**config.mk**
```make
export PLATFORM = sky130hd
export DESIGN_NAME = ctrl_multicycle_rv
export DESIGN_NICKNAME = d
export VERILOG_FILES = /design/src/rtl/ctrl_multicycle_rv.sv
export SDC_FILE = /design/constraint.sdc
export NUM_CORES = 1
export LEC_CHECK = 0
export CORE_ASPECT_RATIO = 0.6
export CORE_MARGIN = 2
export CORE_UTILIZATION = 36
export DETAILED_ROUTE_END_ITERATION = 6
export PLACE_DENSITY_LB_ADDON = 0.25
export RECOVER_POWER = 25
export SLEW_MARGIN = 25
export SYNTH_ARGS = -nofsm -noshare
export SYNTH_HDL_FRONTEND = slang
export SYNTH_SLANG_ARGS = --single-unit
```
**constraint.sdc**
```tcl
create_clock -name iwClk -period 4.8 [get_ports iwClk]
set_input_delay 0.48 -clock iwClk [delete_from_list [all_inputs] [get_ports iwClk]]
set_output_delay 0.48 -clock iwClk [all_outputs]
set_load 0.01 [all_outputs]
```
**src/rtl/ctrl_multicycle_rv.sv**
```systemverilog
// ----------------------------------------------------------------------------
// ctrl_multicycle_rv
//
// Multi-cycle sequencing controller for an RV32I datapath. Each instruction
// is walked through FETCH -> DECODE -> EXEC -> (MEM) -> (WB). The controller
// produces the instruction-register load, PC write/select, register-file
// write, writeback mux select and the data-memory handshake. It also counts
// retired instructions.
//
// Ports
//   iwClk          clock, rising edge
//   iwRst_n        asynchronous active-low reset
//   owFetchReq     instruction fetch request (Moore, FETCH)
//   iwFetchAck     instruction word valid this cycle
//   owIrLoad       load IR (Mealy on accepted fetch)
//   iwOpCode       opcode field (stable after DECODE)
//   iwFunct3       funct3 field
//   iwRd           rd field
//   iwBranchTaken  ALU compare result, valid in EXEC
//   owPcWrite      PC write enable (one pulse per retirement)
//   owPcSel        0 PC+4, 1 branch, 2 JAL, 3 JALR
//   owRfWrite      register-file write enable
//   owWbSel        0 ALU, 1 load data, 2 PC+4, 3 imm20<<12
//   owMemReq       data memory request (Moore, MEM)
//   owMemWe        data memory write (Moore, MEM of a store)
//   iwMemAck       data memory access complete
//   owIllegal      sticky illegal-instruction flag (TRAP until reset)
//   owState        current state, debug
//   owInstret      retired-instruction counter, wraps
// ----------------------------------------------------------------------------
module ctrl_multicycle_rv #(
  parameter int INSTRET_W = 32
) (
  input  logic                 iwClk,
  input  logic                 iwRst_n,
  output logic                 owFetchReq,
  input  logic                 iwFetchAck,
  output logic                 owIrLoad,
  input  logic [6:0]           iwOpCode,
  input  logic [2:0]           iwFunct3,
  input  logic [4:0]           iwRd,
  input  logic                 iwBranchTaken,
  output logic                 owPcWrite,
  output logic [1:0]           owPcSel,
  output logic                 owRfWrite,
  output logic [1:0]           owWbSel,
  output logic                 owMemReq,
  output logic                 owMemWe,
  input  logic                 iwMemAck,
  output logic                 owIllegal,
  output logic [2:0]           owState,
  output logic [INSTRET_W-1:0] owInstret
);

  localparam logic [2:0] S_FETCH  = 3'd0;
  localparam logic [2:0] S_DECODE = 3'd1;
  localparam logic [2:0] S_EXEC   = 3'd2;
  localparam logic [2:0] S_MEM    = 3'd3;
  localparam logic [2:0] S_WB     = 3'd4;
  localparam logic [2:0] S_TRAP   = 3'd5;

  // Instruction classes captured in DECODE.
  localparam logic [3:0] C_NONE    = 4'd0;
  localparam logic [3:0] C_LUI     = 4'd1;
  localparam logic [3:0] C_AUIPC   = 4'd2;
  localparam logic [3:0] C_JAL     = 4'd3;
  localparam logic [3:0] C_JALR    = 4'd4;
  localparam logic [3:0] C_BRANCH  = 4'd5;
  localparam logic [3:0] C_LOAD    = 4'd6;
  localparam logic [3:0] C_STORE   = 4'd7;
  localparam logic [3:0] C_OPIMM   = 4'd8;
  localparam logic [3:0] C_OP      = 4'd9;
  localparam logic [3:0] C_FENCE   = 4'd10;
  localparam logic [3:0] C_ILLEGAL = 4'd11;

  logic [2:0]           r_state;
  logic [2:0]           w_state_next;
  logic [3:0]           r_class;
  logic [3:0]           w_class_dec;
  logic [INSTRET_W-1:0] r_instret;

  logic       w_fetch_req;
  logic       w_ir_load;
  logic       w_pc_write;
  logic [1:0] w_pc_sel;
  logic       w_rf_write;
  logic [1:0] w_wb_sel;
  logic       w_mem_req;
  logic       w_mem_we;
  logic       w_illegal;

  // Opcode classification; consumed only while in DECODE.
  always_comb begin
    w_class_dec = C_ILLEGAL;
    case (iwOpCode)
      7'b0110111: w_class_dec = C_LUI;
      7'b0010111: w_class_dec = C_AUIPC;
      7'b1101111: w_class_dec = C_JAL;
      7'b1100111: w_class_dec = (iwFunct3 == 3'b000) ? C_JALR : C_ILLEGAL;
      7'b1100011: w_class_dec = (iwFunct3[2:1] == 2'b01) ? C_ILLEGAL : C_BRANCH;
      7'b0000011: w_class_dec = C_LOAD;
      7'b0100011: w_class_dec = C_STORE;
      7'b0010011: w_class_dec = C_OPIMM;
      7'b0110011: w_class_dec = C_OP;
      7'b0001111: w_class_dec = C_FENCE;
      default:    w_class_dec = C_ILLEGAL;
    endcase
  end

  always_comb begin
    w_state_next = r_state;
    w_fetch_req  = 1'b0;
    w_ir_load    = 1'b0;
    w_pc_write   = 1'b0;
    w_pc_sel     = 2'd0;
    w_rf_write   = 1'b0;
    w_wb_sel     = 2'd0;
    w_mem_req    = 1'b0;
    w_mem_we     = 1'b0;
    w_illegal    = 1'b0;
    case (r_state)
      S_FETCH: begin
        w_fetch_req = 1'b1;
        if (iwFetchAck) begin
          w_ir_load    = 1'b1;
          w_state_next = S_DECODE;
        end
      end
      S_DECODE: begin
        w_state_next = (w_class_dec == C_ILLEGAL) ? S_TRAP : S_EXEC;
      end
      S_EXEC: begin
        case (r_class)
          C_LOAD, C_STORE: w_state_next = S_MEM;
          C_BRANCH: begin
            w_pc_write   = 1'b1;
            w_pc_sel     = iwBranchTaken ? 2'd1 : 2'd0;
            w_state_next = S_FETCH;
          end
          C_FENCE: begin
            w_pc_write   = 1'b1;
            w_state_next = S_FETCH;
          end
          C_OP, C_OPIMM, C_LUI, C_AUIPC, C_JAL, C_JALR: w_state_next = S_WB;
          // Unreachable: DECODE never lets an illegal class into EXEC.
          default: w_state_next = S_TRAP;
        endcase
      end
      S_MEM: begin
        w_mem_req = 1'b1;
        w_mem_we  = (r_class == C_STORE);
        if (iwMemAck) begin
          if (r_class == C_STORE) begin
            // Stores retire straight out of MEM; no register result.
            w_pc_write   = 1'b1;
            w_state_next = S_FETCH;
          end else begin
            w_state_next = S_WB;
          end
        end
      end
      S_WB: begin
        w_rf_write   = (iwRd != 5'd0);
        w_pc_write   = 1'b1;
        w_state_next = S_FETCH;
        case (r_class)
          C_LOAD:         w_wb_sel = 2'd1;
          C_JAL, C_JALR:  w_wb_sel = 2'd2;
          C_LUI:          w_wb_sel = 2'd3;
          default:        w_wb_sel = 2'd0;
        endcase
        case (r_class)
          C_JAL:   w_pc_sel = 2'd2;
          C_JALR:  w_pc_sel = 2'd3;
          default: w_pc_sel = 2'd0;
        endcase
      end
      S_TRAP: begin
        w_illegal = 1'b1;
      end
      default: w_state_next = S_FETCH;
    endcase
  end

  always_ff @(posedge iwClk or negedge iwRst_n) begin
    if (!iwRst_n) begin
      r_state   <= S_FETCH;
      r_class   <= C_NONE;
      r_instret <= '0;
    end else begin
      r_state <= w_state_next;
      if (r_state == S_DECODE) begin
        r_class <= w_class_dec;
      end
      if (w_pc_write) begin
        r_instret <= r_instret + INSTRET_W'(1);
      end
    end
  end

  // Reset state is FETCH, so the fetch request (and the Mealy IR load)
  // must be masked while reset is held to keep every output at 0.
  assign owFetchReq = iwRst_n & w_fetch_req;
  assign owIrLoad   = iwRst_n & w_ir_load;
  assign owPcWrite  = iwRst_n & w_pc_write;
  assign owPcSel    = iwRst_n ? w_pc_sel : 2'd0;
  assign owRfWrite  = iwRst_n & w_rf_write;
  assign owWbSel    = iwRst_n ? w_wb_sel : 2'd0;
  assign owMemReq   = iwRst_n & w_mem_req;
  assign owMemWe    = iwRst_n & w_mem_we;
  assign owIllegal  = iwRst_n & w_illegal;
  assign owState    = iwRst_n ? r_state : 3'd0;
  assign owInstret  = r_instret;

endmodule
```
Word level (Yosys, flattened, before mapping)
Index checks and enable logic that the tools add are counted.

storage, ports and cells
  bits of input ports = 20
  flip-flop bits (word level) = 39
  word-level logic and storage cells = 78

operators by class
  bitwise operators = 8
  eq/ne operators = 29
  reductions and logical operators = 8
  mux-type cells = 29
  add/subtract/negate cells = 1

operator list
  operator               number
  $pmux 4 s10            1
  $add 32x1->32 const B  1
  $eq 7x6->1 const B     3
  $eq 7x7->1 const B     3
  $eq 4x3->1 const B     4
  $eq 4x4->1 const B     4
  $mux 3                 5
  $pmux 3 s5             1
  $eq 7x5->1 const B     2
  $mux 1                 12
  $pmux 3 s3             1
  $eq 4x2->1 const B     2
  $mux 4                 2
  $pmux 2 s2             2
  $and 1x1->1            7
  $eq 7x2->1 const B     1
  $eq 7x4->1 const B     1
  $eq 3x2->1 const B     2
  $eq 3x3->1 const B     2
  $logic_not 3->1        2
  $mux 2                 3
  $pmux 2 s3             1
  $reduce_or 2->1        3
  $reduce_or 6->1        1
  8 further kinds        9

Depth between registers and ports, before layout
Gate-level depths: netlist of the first run.

  depth after elaboration = 6
  gate-level depth with buffers = 8
  depth with buffers taken out = 5

Worst setup path before layout of the first run
OpenSTA, ideal clock, no wires.

  path type = reg2out
  start point = reg r_class[3]
  end point = out owPcWrite
  arrival = 1.459 ns
  path slack = 2.861 ns
  stages on the path, launching flop included = 6
  path through = dfrtp_1 -> buf_2 -> nor4bb_1 -> a31oi_1 -> o31ai_1 -> and2_1

between the ends
  word-level cells in the longest chain between the ends = 5
  elaborated cells between the ends (all ways) = 9

RTL lines
  what                                              line      source
  from (decl)                                       78        logic [3:0] r_class;
  from (signal assigned)                            193       r_class <= w_class_dec;
  $eq 4x3->1, or another cell as far along          153       if (r_class == C_STORE) begin
  $mux 1 / $reduce_or 2->1 (equally long branches)  --
  $mux 1 (on tied branches)                         152, 133
  $pmux 1 s3 *                                      121       case (r_state)
  $and 1x1->1 *                                     205       assign owPcWrite = iwRst_n & w_pc_write;
  to (decl)                                         43        output logic owPcWrite,

Mark *: on every way between the ends. The rest lies on a longest branch, timed or not.

Final worst setup path of the first run
  start point = in iwRst_n
  end point = out owPcWrite

between the ends
  word-level cells in the longest chain between the ends = 1

RTL lines
  what         line  source
  from (decl)  35    input logic iwRst_n,
  $and 1x1->1  205

Every way passes these cells.

==> impl_metrics.prom, run 1 <==
# TYPE chip_impl_metric gauge
chip_impl_metric{name="final.setup_skew",unit="ns"} 0.00615
chip_impl_metric{name="mappedNetlistNets",unit=""} 287
chip_impl_info{name="worstReg2RegStart",value="r_class[2]"} 1
chip_impl_metric{name="switch_pwr",unit="mW"} 0.467
chip_impl_metric{name="postRouteAntennaNets",unit=""} 0
chip_impl_metric{name="p_int",unit="mW"} 0.733
chip_impl_metric{name="largest_net_degree_at_the_start_of_global_routing",unit=""} 29
chip_impl_metric{name="cts_resized",unit=""} 0
chip_impl_info{name="crit_top_cell",value="sky130_fd_sc_hd__clkbuf_1"} 1
chip_impl_metric{name="critPathBufInv",unit=""} 3
chip_impl_metric{name="wire_length_of_the_first_global_routing_pass",unit="um"} 9430
chip_impl_metric{name="post-dp-hpwl",unit="um"} 4390
chip_impl_metric{name="synthesis.instances",unit=""} 266
chip_impl_metric{name="synth-warning-count",unit=""} 0
chip_impl_info{name="min_path_type",value="reg2reg"} 1
chip_impl_info{name="path_delay_family",value="buffers and inverters"} 1
chip_impl_info{name="critical_path.endpoint_type",value="output port"} 1
chip_impl_metric{name="asyncSetResetFlopFracSynth",unit=""} 1.00
chip_impl_metric{name="layout.nets",unit=""} 346
chip_impl_metric{name="post_synth_num_cell_types",unit=""} 52
chip_impl_metric{name="fmaxAchievable",unit="MHz"} 284
chip_impl_info{name="crit_slowest_cell",value="sky130_fd_sc_hd__clkbuf_1"} 1
chip_impl_metric{name="initial_core_utilization",unit=""} 0.366
chip_impl_metric{name="timing.setup.tns",unit="ns"} 0
chip_impl_metric{name="drtPass1Iterations",unit=""} 5
chip_impl_info{name="synth_top_flop_cell",value="sky130_fd_sc_hd__dfrtp_1"} 1
chip_impl_info{name="synth.area.top_cells",value="sky130_fd_sc_hd__dfrtp_1 (40%), sky130_fd_sc_hd__xor2_1 (9.1%), sky130_fd_sc_hd__nand2_1 (4.7%), sky130_fd_sc_hd__nor2_1 (3.3%), sky130_fd_sc_hd__nor4_2 (3.1%)"} 1
chip_impl_metric{name="clk-insertion-delay-late",unit="ns"} 0.29
chip_impl_metric{name="actual_transition_at_the_worst_max_transition_pin",unit="ns"} 1.51
chip_impl_metric{name="power.share.clock",unit=""} 0.200
chip_impl_metric{name="grt_pass1_vias",unit=""} 1873
chip_impl_metric{name="syn_to_final_growth",unit="%"} 32.8
chip_impl_metric{name="clock_sinks",unit=""} 39
chip_impl_info{name="min_from",value="owInstret[31]"} 1
chip_impl_metric{name="p_sw_frac",unit=""} 0.389
chip_impl_metric{name="final_layout_size_suffix_gt1_frac",unit=""} 0.0644
chip_impl_metric{name="yosys.area.top_type_share",unit=""} 0.405
chip_impl_metric{name="port_buffers",unit=""} 65
chip_impl_info{name="post-synth-top-count-cell",value="sky130_fd_sc_hd__dfrtp_1"} 1
chip_impl_metric{name="worst_ir_drop_vdd",unit="mV"} 0.160
chip_impl_metric{name="critical-path-max-stage-delay",unit="ns"} 1.07
chip_impl_metric{name="seqPwrFrac",unit=""} 0.419
chip_impl_info{name="yosysTopAreaCell",value="sky130_fd_sc_hd__dfrtp_1"} 1
chip_impl_metric{name="cts-hold-fix-buffers",unit=""} 0
chip_impl_metric{name="synth.ff_latch_count",unit=""} 39
chip_impl_metric{name="die_area",unit="um^2"} 7390
chip_impl_metric{name="htreeDepth",unit=""} 2
chip_impl_metric{name="critical_path_peak_fanout",unit=""} 28
chip_impl_metric{name="vias",unit=""} 2167
chip_impl_metric{name="r2r_slack",unit="ns"} 2.55
chip_impl_metric{name="floorplan.io_pins",unit=""} 66
chip_impl_info{name="type_of_the_worst_setup_path",value="in2out"} 1
chip_impl_info{name="rsz0062_at_grt",value="false"} 1
chip_impl_metric{name="grt_antenna_before_repair",unit=""} 0
chip_impl_metric{name="post-cts-setup-buffers",unit=""} 0
chip_impl_info{name="holdPathEnd",value="owInstret[31]"} 1
chip_impl_metric{name="combinationalPowerShare",unit=""} 0.382
chip_impl_info{name="result_of_the_run",value="complete, but fails checks"} 1
chip_impl_metric{name="hold_violations",unit=""} 0
chip_impl_metric{name="static-leakage-power",unit="nW"} 1.12
chip_impl_metric{name="worst_ep_required_time",unit="ns"} 4.32
chip_impl_metric{name="grt_usage",unit=""} 0.165
chip_impl_metric{name="synth-edff-count",unit=""} 0
chip_impl_metric{name="antennaDiodeCount",unit=""} 0
chip_impl_metric{name="final.hold.worst_slack",unit="ns"} 0.471
chip_impl_metric{name="chipWidth",unit="um"} 110
chip_impl_metric{name="critical_path_depth",unit=""} 4
chip_impl_metric{name="postRouteWirelength",unit="um"} 5860
chip_impl_info{name="rr_endpoint",value="owInstret[14]"} 1
chip_impl_metric{name="netlist_area_before_placement",unit="um^2"} 2410
chip_impl_info{name="cts_tree",value="built"} 1
chip_impl_metric{name="timing.max_slew.rel_slack",unit=""} -0.00630
chip_impl_metric{name="place.gp.congestion",unit=""} 0.829
chip_impl_metric{name="drcViolationCount",unit=""} 0
chip_impl_metric{name="layout.cells.non_filler",unit=""} 413
chip_impl_metric{name="clk_pin_slew_worst_paths",unit="ns"} 0.07
chip_impl_metric{name="1st_iter_drt_viols",unit=""} 99
chip_impl_metric{name="power.density",unit="nW/um^2"} 374
chip_impl_metric{name="syn_avg_cell_area",unit="um^2"} 9.07
chip_impl_metric{name="placement_rows",unit=""} 23
chip_impl_metric{name="cts_made_buffers",unit=""} 5
chip_impl_info{name="violated_checks",value="max-capacitance violations, max-slew violations"} 1
chip_impl_info{name="timing.critical_path.cells",value="clkbuf_1 -> clkbuf_1 -> and2_1 -> clkdlybuf4s50_1"} 1
chip_impl_metric{name="min_path_cells",unit=""} 1
chip_impl_metric{name="vias_per_cell",unit=""} 5.25
chip_impl_info{name="cts_root_buf",value="sky130_fd_sc_hd__clkbuf_8"} 1
chip_impl_metric{name="coreArea",unit="um^2"} 6590
chip_impl_metric{name="grt_remaining_overflow",unit=""} 0
chip_impl_info{name="critical_path.startpoint_type",value="primary input"} 1
chip_impl_metric{name="chipHeight",unit="um"} 67.4
chip_impl_metric{name="r2r_cells",unit=""} 6
chip_impl_metric{name="final.period_utilization",unit=""} 0.734
chip_impl_metric{name="max_buffers_root_to_sink",unit=""} 2
chip_impl_metric{name="placed_cells_incl_taps",unit=""} 405
chip_impl_metric{name="synth_seq_area_share",unit=""} 0.405
chip_impl_metric{name="timing.critical_path.arrival",unit="ns"} 3.04
chip_impl_metric{name="timing.final.setup_violations",unit=""} 0
chip_impl_metric{name="final_slew_viol_count",unit=""} 29
chip_impl_metric{name="finalWorstPathRequiredPeriod",unit="ns"} 3.52
chip_impl_metric{name="timing.max_cap.violations",unit=""} 1
chip_impl_metric{name="wire_per_inst",unit="um"} 14.2
chip_impl_info{name="synthTopCellsByCount",value="sky130_fd_sc_hd__dfrtp_1 (39), sky130_fd_sc_hd__nand2_1 (30), sky130_fd_sc_hd__xor2_1 (25)"} 1
placed cells by master (no fill, tap or decap), types with 2 or more instances in the layout:
cell type / synthesis / layout
sky130_fd_sc_hd__nand4b_1: 2 / 2
sky130_fd_sc_hd__clkdlybuf4s50_1: 0 / 64
sky130_fd_sc_hd__nand3_1: 14 / 14
sky130_fd_sc_hd__or3_1: 4 / 4
sky130_fd_sc_hd__nor4b_1: 2 / 2
sky130_fd_sc_hd__and4_1: 2 / 2
sky130_fd_sc_hd__nor4_1: 9 / 9
sky130_fd_sc_hd__xnor2_1: 7 / 7
sky130_fd_sc_hd__nand2b_1: 5 / 5
sky130_fd_sc_hd__dfrtp_1: 39 / 39
sky130_fd_sc_hd__nor4_2: 6 / 6
sky130_fd_sc_hd__nor3_2: 1 / 2
sky130_fd_sc_hd__clkbuf_1: 8 / 3
sky130_fd_sc_hd__o21ai_0: 6 / 6
sky130_fd_sc_hd__and2_1: 6 / 6
sky130_fd_sc_hd__nor2_1: 21 / 21
sky130_fd_sc_hd__nor3_1: 14 / 13
sky130_fd_sc_hd__nand2_1: 30 / 30
sky130_fd_sc_hd__clkbuf_8: 0 / 7
sky130_fd_sc_hd__nand3b_1: 2 / 2
sky130_fd_sc_hd__o31ai_1: 3 / 3
sky130_fd_sc_hd__nand4_1: 9 / 9
sky130_fd_sc_hd__a31oi_1: 4 / 4
sky130_fd_sc_hd__inv_1: 7 / 7
sky130_fd_sc_hd__xor2_1: 25 / 25
sky130_fd_sc_hd__o22a_1: 2 / 2
sky130_fd_sc_hd__a21oi_1: 5 / 5
sky130_fd_sc_hd__or4_1: 2 / 2
cell families after synthesis:
logic type,share of synthesized area
simple gates,0.327
flops,0.405
compound gates,0.104
xor+xnor,0.116
buf+inv,0.0430
fa+ha+maj,0.00519
worst max-delay path by stage:
stage / to / slack (ns) / from
after floorplan: owPcWrite / 2.86 / r_class[3]
after global placement: owPcWrite / 1.96 / iwMemAck
after detailed placement: owPcWrite / 1.95 / iwMemAck
after CTS: owPcWrite / 1.64 / r_class[2]
after global routing: owPcWrite / 0.83 / iwRst_n
final: owPcWrite / 1.28 / iwRst_n
worst register-to-register path, delay by kind of cell (launching register included):
kind | cells | cell delay [ns]
xor+xnor | 1 | 0.19
simple gates | 2 | 0.68
flops | 1 | 0.59
compound gates | 2 | 0.49
buf+inv | 1 | 0.24
state kept, by name, indices dropped and copies added (netlist names):
| signal | count |
|---|---|
| owInstret | 32 |
| r_class | 4 |
| r_state | 3 |
power by group through the flow:
| stage | logic [mW] | registers, mW | clock network (mW) |
|---|---|---|---|
| 2_1_floorplan | 0.326 | 0.455 | 0 |
| 4_1_cts | 0.459 | 0.501 | 0.247 |
| 6_report | 0.458 | 0.503 | 0.239 |
| 3_5_place_dp | 0.457 | 0.507 | 0 |
| 3_3_place_gp | 0.456 | 0.502 | 0 |
| 5_1_grt | 0.502 | 0.521 | 0.260 |
through the flow:
stage / area (um^2) / util / total power [mW] / setup WS [ns]
global route: 3200 / 0.486 / 1.28 / 0.829
floorplan: 2410 / - / 0.781 / 2.86
finish: 3200 / 0.486 / 1.20 / 1.28
CTS: 3200 / 0.486 / 1.21 / 1.64
global placement: 3100 / 0.471 / 0.958 / 1.96
detailed placement: 3100 / 0.471 / 0.964 / 1.95
cell type report:
cell class	count	area, um^2
clock buffer	8	100
fill	635	3390
inverter	7	26.3
multi-input combinational	205	1340
sequential	39	976
tap	87	109
timing repair buffer	67	656
per-layer routing:
layer | up-vias | GRT usage | share of wire
met5 | - | 0 | 0
met2 | 59 | 0.211 | 0.40
li1 | 1081 | - | -
met3 | 7 | 0.0425 | 0.067
met4 | 0 | 0.0554 | 0.011
met1 | 1020 | 0.261 | 0.53
Note: power is estimated with default switching activity, not from simulation.
==> run 2, diff against run 1 <==
- clock period: 4.8 -> 3.6 ns (I/O delays scaled with it)
==> impl_metrics.prom, run 2 (same netlist as run 1, synthesis figures left out) <==
# TYPE chip_impl_metric gauge
chip_impl_metric{name="floorplan.io_pins",unit=""} 66
chip_impl_info{name="cts_root_buf",value="sky130_fd_sc_hd__clkbuf_8"} 1
chip_impl_info{name="critical_path.endpoint_type",value="output port"} 1
chip_impl_info{name="min_path_type",value="reg2reg"} 1
chip_impl_metric{name="timing.max_slew.rel_slack",unit=""} 0.342
chip_impl_metric{name="worst_setup_slack_post_dpl",unit="ns"} 0.882
chip_impl_metric{name="grt_remaining_overflow",unit=""} 0
chip_impl_metric{name="critical_path_peak_fanout",unit=""} 15
chip_impl_metric{name="placed_area",unit="um^2"} 3100
chip_impl_metric{name="clk-insertion-delay-late",unit="ns"} 0.29
chip_impl_metric{name="hold_violations",unit=""} 0
chip_impl_info{name="critical_path.startpoint_type",value="flip-flop"} 1
chip_impl_metric{name="place.gp.congestion",unit=""} 0.795
chip_impl_metric{name="cts_resized",unit=""} 0
chip_impl_metric{name="layout_setup_ws",unit="ns"} 0.548
chip_impl_metric{name="finalWorstPathRequiredPeriod",unit="ns"} 3.05
chip_impl_metric{name="port_buffers",unit=""} 65
chip_impl_metric{name="finish.utilization",unit=""} 0.485
chip_impl_metric{name="postRouteWirelength",unit="um"} 5880
chip_impl_metric{name="actual_transition_at_the_worst_max_transition_pin",unit="ns"} 0.979
chip_impl_metric{name="largest_net_degree_at_the_start_of_global_routing",unit=""} 34
chip_impl_metric{name="final.period_utilization",unit=""} 0.848
chip_impl_metric{name="layout.nets",unit=""} 347
chip_impl_metric{name="postRouteAntennaNets",unit=""} 0
chip_impl_metric{name="die_area",unit="um^2"} 7390
chip_impl_metric{name="final.hold.worst_slack",unit="ns"} 0.474
chip_impl_metric{name="vias",unit=""} 2176
chip_impl_info{name="cts_tree",value="built"} 1
chip_impl_metric{name="grt_usage",unit=""} 0.167
chip_impl_metric{name="worst_ir_drop_vdd",unit="mV"} 0.187
chip_impl_metric{name="final.setup_skew",unit="ns"} 0.00841
chip_impl_metric{name="finish.instance_area",unit="um^2"} 3190
chip_impl_info{name="timing.critical_path.cells",value="nor4bb_1 -> a31oi_1 -> o31ai_1 -> and2_1 -> clkdlybuf4s50_1"} 1
chip_impl_metric{name="clk_pin_slew_worst_paths",unit="ns"} 0.08
chip_impl_metric{name="final_layout_size_suffix_gt1_frac",unit=""} 0.0612
chip_impl_info{name="mostFrequentLayoutCell",value="sky130_fd_sc_hd__clkdlybuf4s50_1"} 1
chip_impl_metric{name="initial_core_utilization",unit=""} 0.366
chip_impl_metric{name="vias_per_cell",unit=""} 5.26
chip_impl_info{name="type_of_the_worst_setup_path",value="reg2out"} 1
chip_impl_metric{name="chipHeight",unit="um"} 67.4
chip_impl_metric{name="timing.max_cap.violations",unit=""} 0
chip_impl_metric{name="timing.final.setup_violations",unit=""} 0
chip_impl_metric{name="chipWidth",unit="um"} 110
chip_impl_metric{name="wire_length_of_the_first_global_routing_pass",unit="um"} 9510
chip_impl_metric{name="coreArea",unit="um^2"} 6590
chip_impl_info{name="crit_slowest_cell",value="sky130_fd_sc_hd__dfrtp_1"} 1
chip_impl_metric{name="power.density",unit="nW/um^2"} 488
chip_impl_metric{name="post-cts-setup-buffers",unit=""} 0
chip_impl_metric{name="htreeDepth",unit=""} 2
chip_impl_metric{name="clock_sinks",unit=""} 39
chip_impl_info{name="layout.cells.most_common_list",value="sky130_fd_sc_hd__clkdlybuf4s50_1 (64), sky130_fd_sc_hd__dfrtp_1 (39), sky130_fd_sc_hd__nand2_1 (30), sky130_fd_sc_hd__xor2_1 (25), sky130_fd_sc_hd__nor2_1 (21)"} 1
chip_impl_metric{name="cts-hold-fix-buffers",unit=""} 1
chip_impl_metric{name="timing.critical_path.arrival",unit="ns"} 2.69
chip_impl_metric{name="syn_to_final_growth",unit="%"} 32.4
chip_impl_metric{name="fmaxAchievable",unit="MHz"} 328
chip_impl_info{name="rsz0062_at_grt",value="false"} 1
chip_impl_metric{name="worst_ep_required_time",unit="ns"} 3.24
chip_impl_metric{name="drcViolationCount",unit=""} 0
chip_impl_metric{name="timing.setup.tns",unit="ns"} 0
chip_impl_metric{name="1st_iter_drt_viols",unit=""} 136
chip_impl_metric{name="placement_rows",unit=""} 23
chip_impl_metric{name="cts_made_buffers",unit=""} 5
chip_impl_metric{name="drtPass1Iterations",unit=""} 4
chip_impl_metric{name="grt_pass1_vias",unit=""} 1861
chip_impl_metric{name="max_buffers_root_to_sink",unit=""} 2
chip_impl_metric{name="grt_antenna_before_repair",unit=""} 0
chip_impl_metric{name="critical-path-max-stage-delay",unit="ns"} 0.61
chip_impl_metric{name="static-leakage-power",unit="nW"} 1.11
chip_impl_metric{name="final_slew_viol_count",unit=""} 0
chip_impl_info{name="result_of_the_run",value="finished, final reports clean"} 1
chip_impl_metric{name="post-dp-hpwl",unit="um"} 4470
chip_impl_metric{name="wire_per_inst",unit="um"} 14.2
chip_impl_metric{name="antennaDiodeCount",unit=""} 0
chip_impl_metric{name="largest_reg_flops",unit=""} 32
[run 2: cell types whose count changed in the layout (fill, tap and decap cells not counted), sizes merged]
cell         before  now
buf               1    2
clkbuf           10    8
clkinv            0    1
dlygate4sd3       0    1
[run 2: stage by stage]
step | cells | power [mW]
after floorplan | 266 | 1.04
after global placement | 405 | 1.28
after detailed placement | 405 | 1.28
after CTS | 414 | 1.57
after global routing | 414 | 1.66
final | 414 | 1.56
[run 2: power by group]
group          leakage (nW)  switching [mW]  internal (mW)  total, mW
registers             0.407           0.159          0.512      0.671
logic                 0.664           0.316          0.291      0.607
clock network        0.0422           0.145          0.136      0.281
total                  1.11           0.620          0.939       1.56
[run 2: worst max-delay path, delay by kind of cell (launching register included)]
family	cells	cell delay [ns]
compound gates	2	0.68
flops	1	0.61
simple gates	2	0.57
buf+inv	1	0.53
[run 2: per-layer routing]
metal	part of all wire	vias to the layer above	track usage	wire, um
li1	-	1093	-	-
met1	0.54	1024	0.271	3150
met2	0.40	56	0.217	2340
met3	0.064	3	0.0425	375
met4	0.0032	0	0.0332	19
met5	0	-	0	0
[run 2: area by class of cell]
class	instances	area [um^2]
clock buffer	7	76.3
fill	645	3400
multi-input combinational	205	1330
clock inverter	1	5.00
inverter	7	26.3
tap	87	109
timing repair buffer	68	669
sequential	39	976
[run 2: worst paths after layout]
check                                   start  slack (ns)            end  depth (start not counted)
max in group asynchronous             iwRst_n        2.24   owInstret[9]                          3
worst min-delay path            owInstret[31]        0.47  owInstret[31]                          1
worst min register to register  owInstret[31]        0.47  owInstret[31]                          1
min in group asynchronous             iwRst_n        0.55  owInstret[27]                          2
worst max-delay path               r_class[2]        0.55      owPcWrite                          5
worst max register to register     r_class[2]        1.18  owInstret[24]                          6
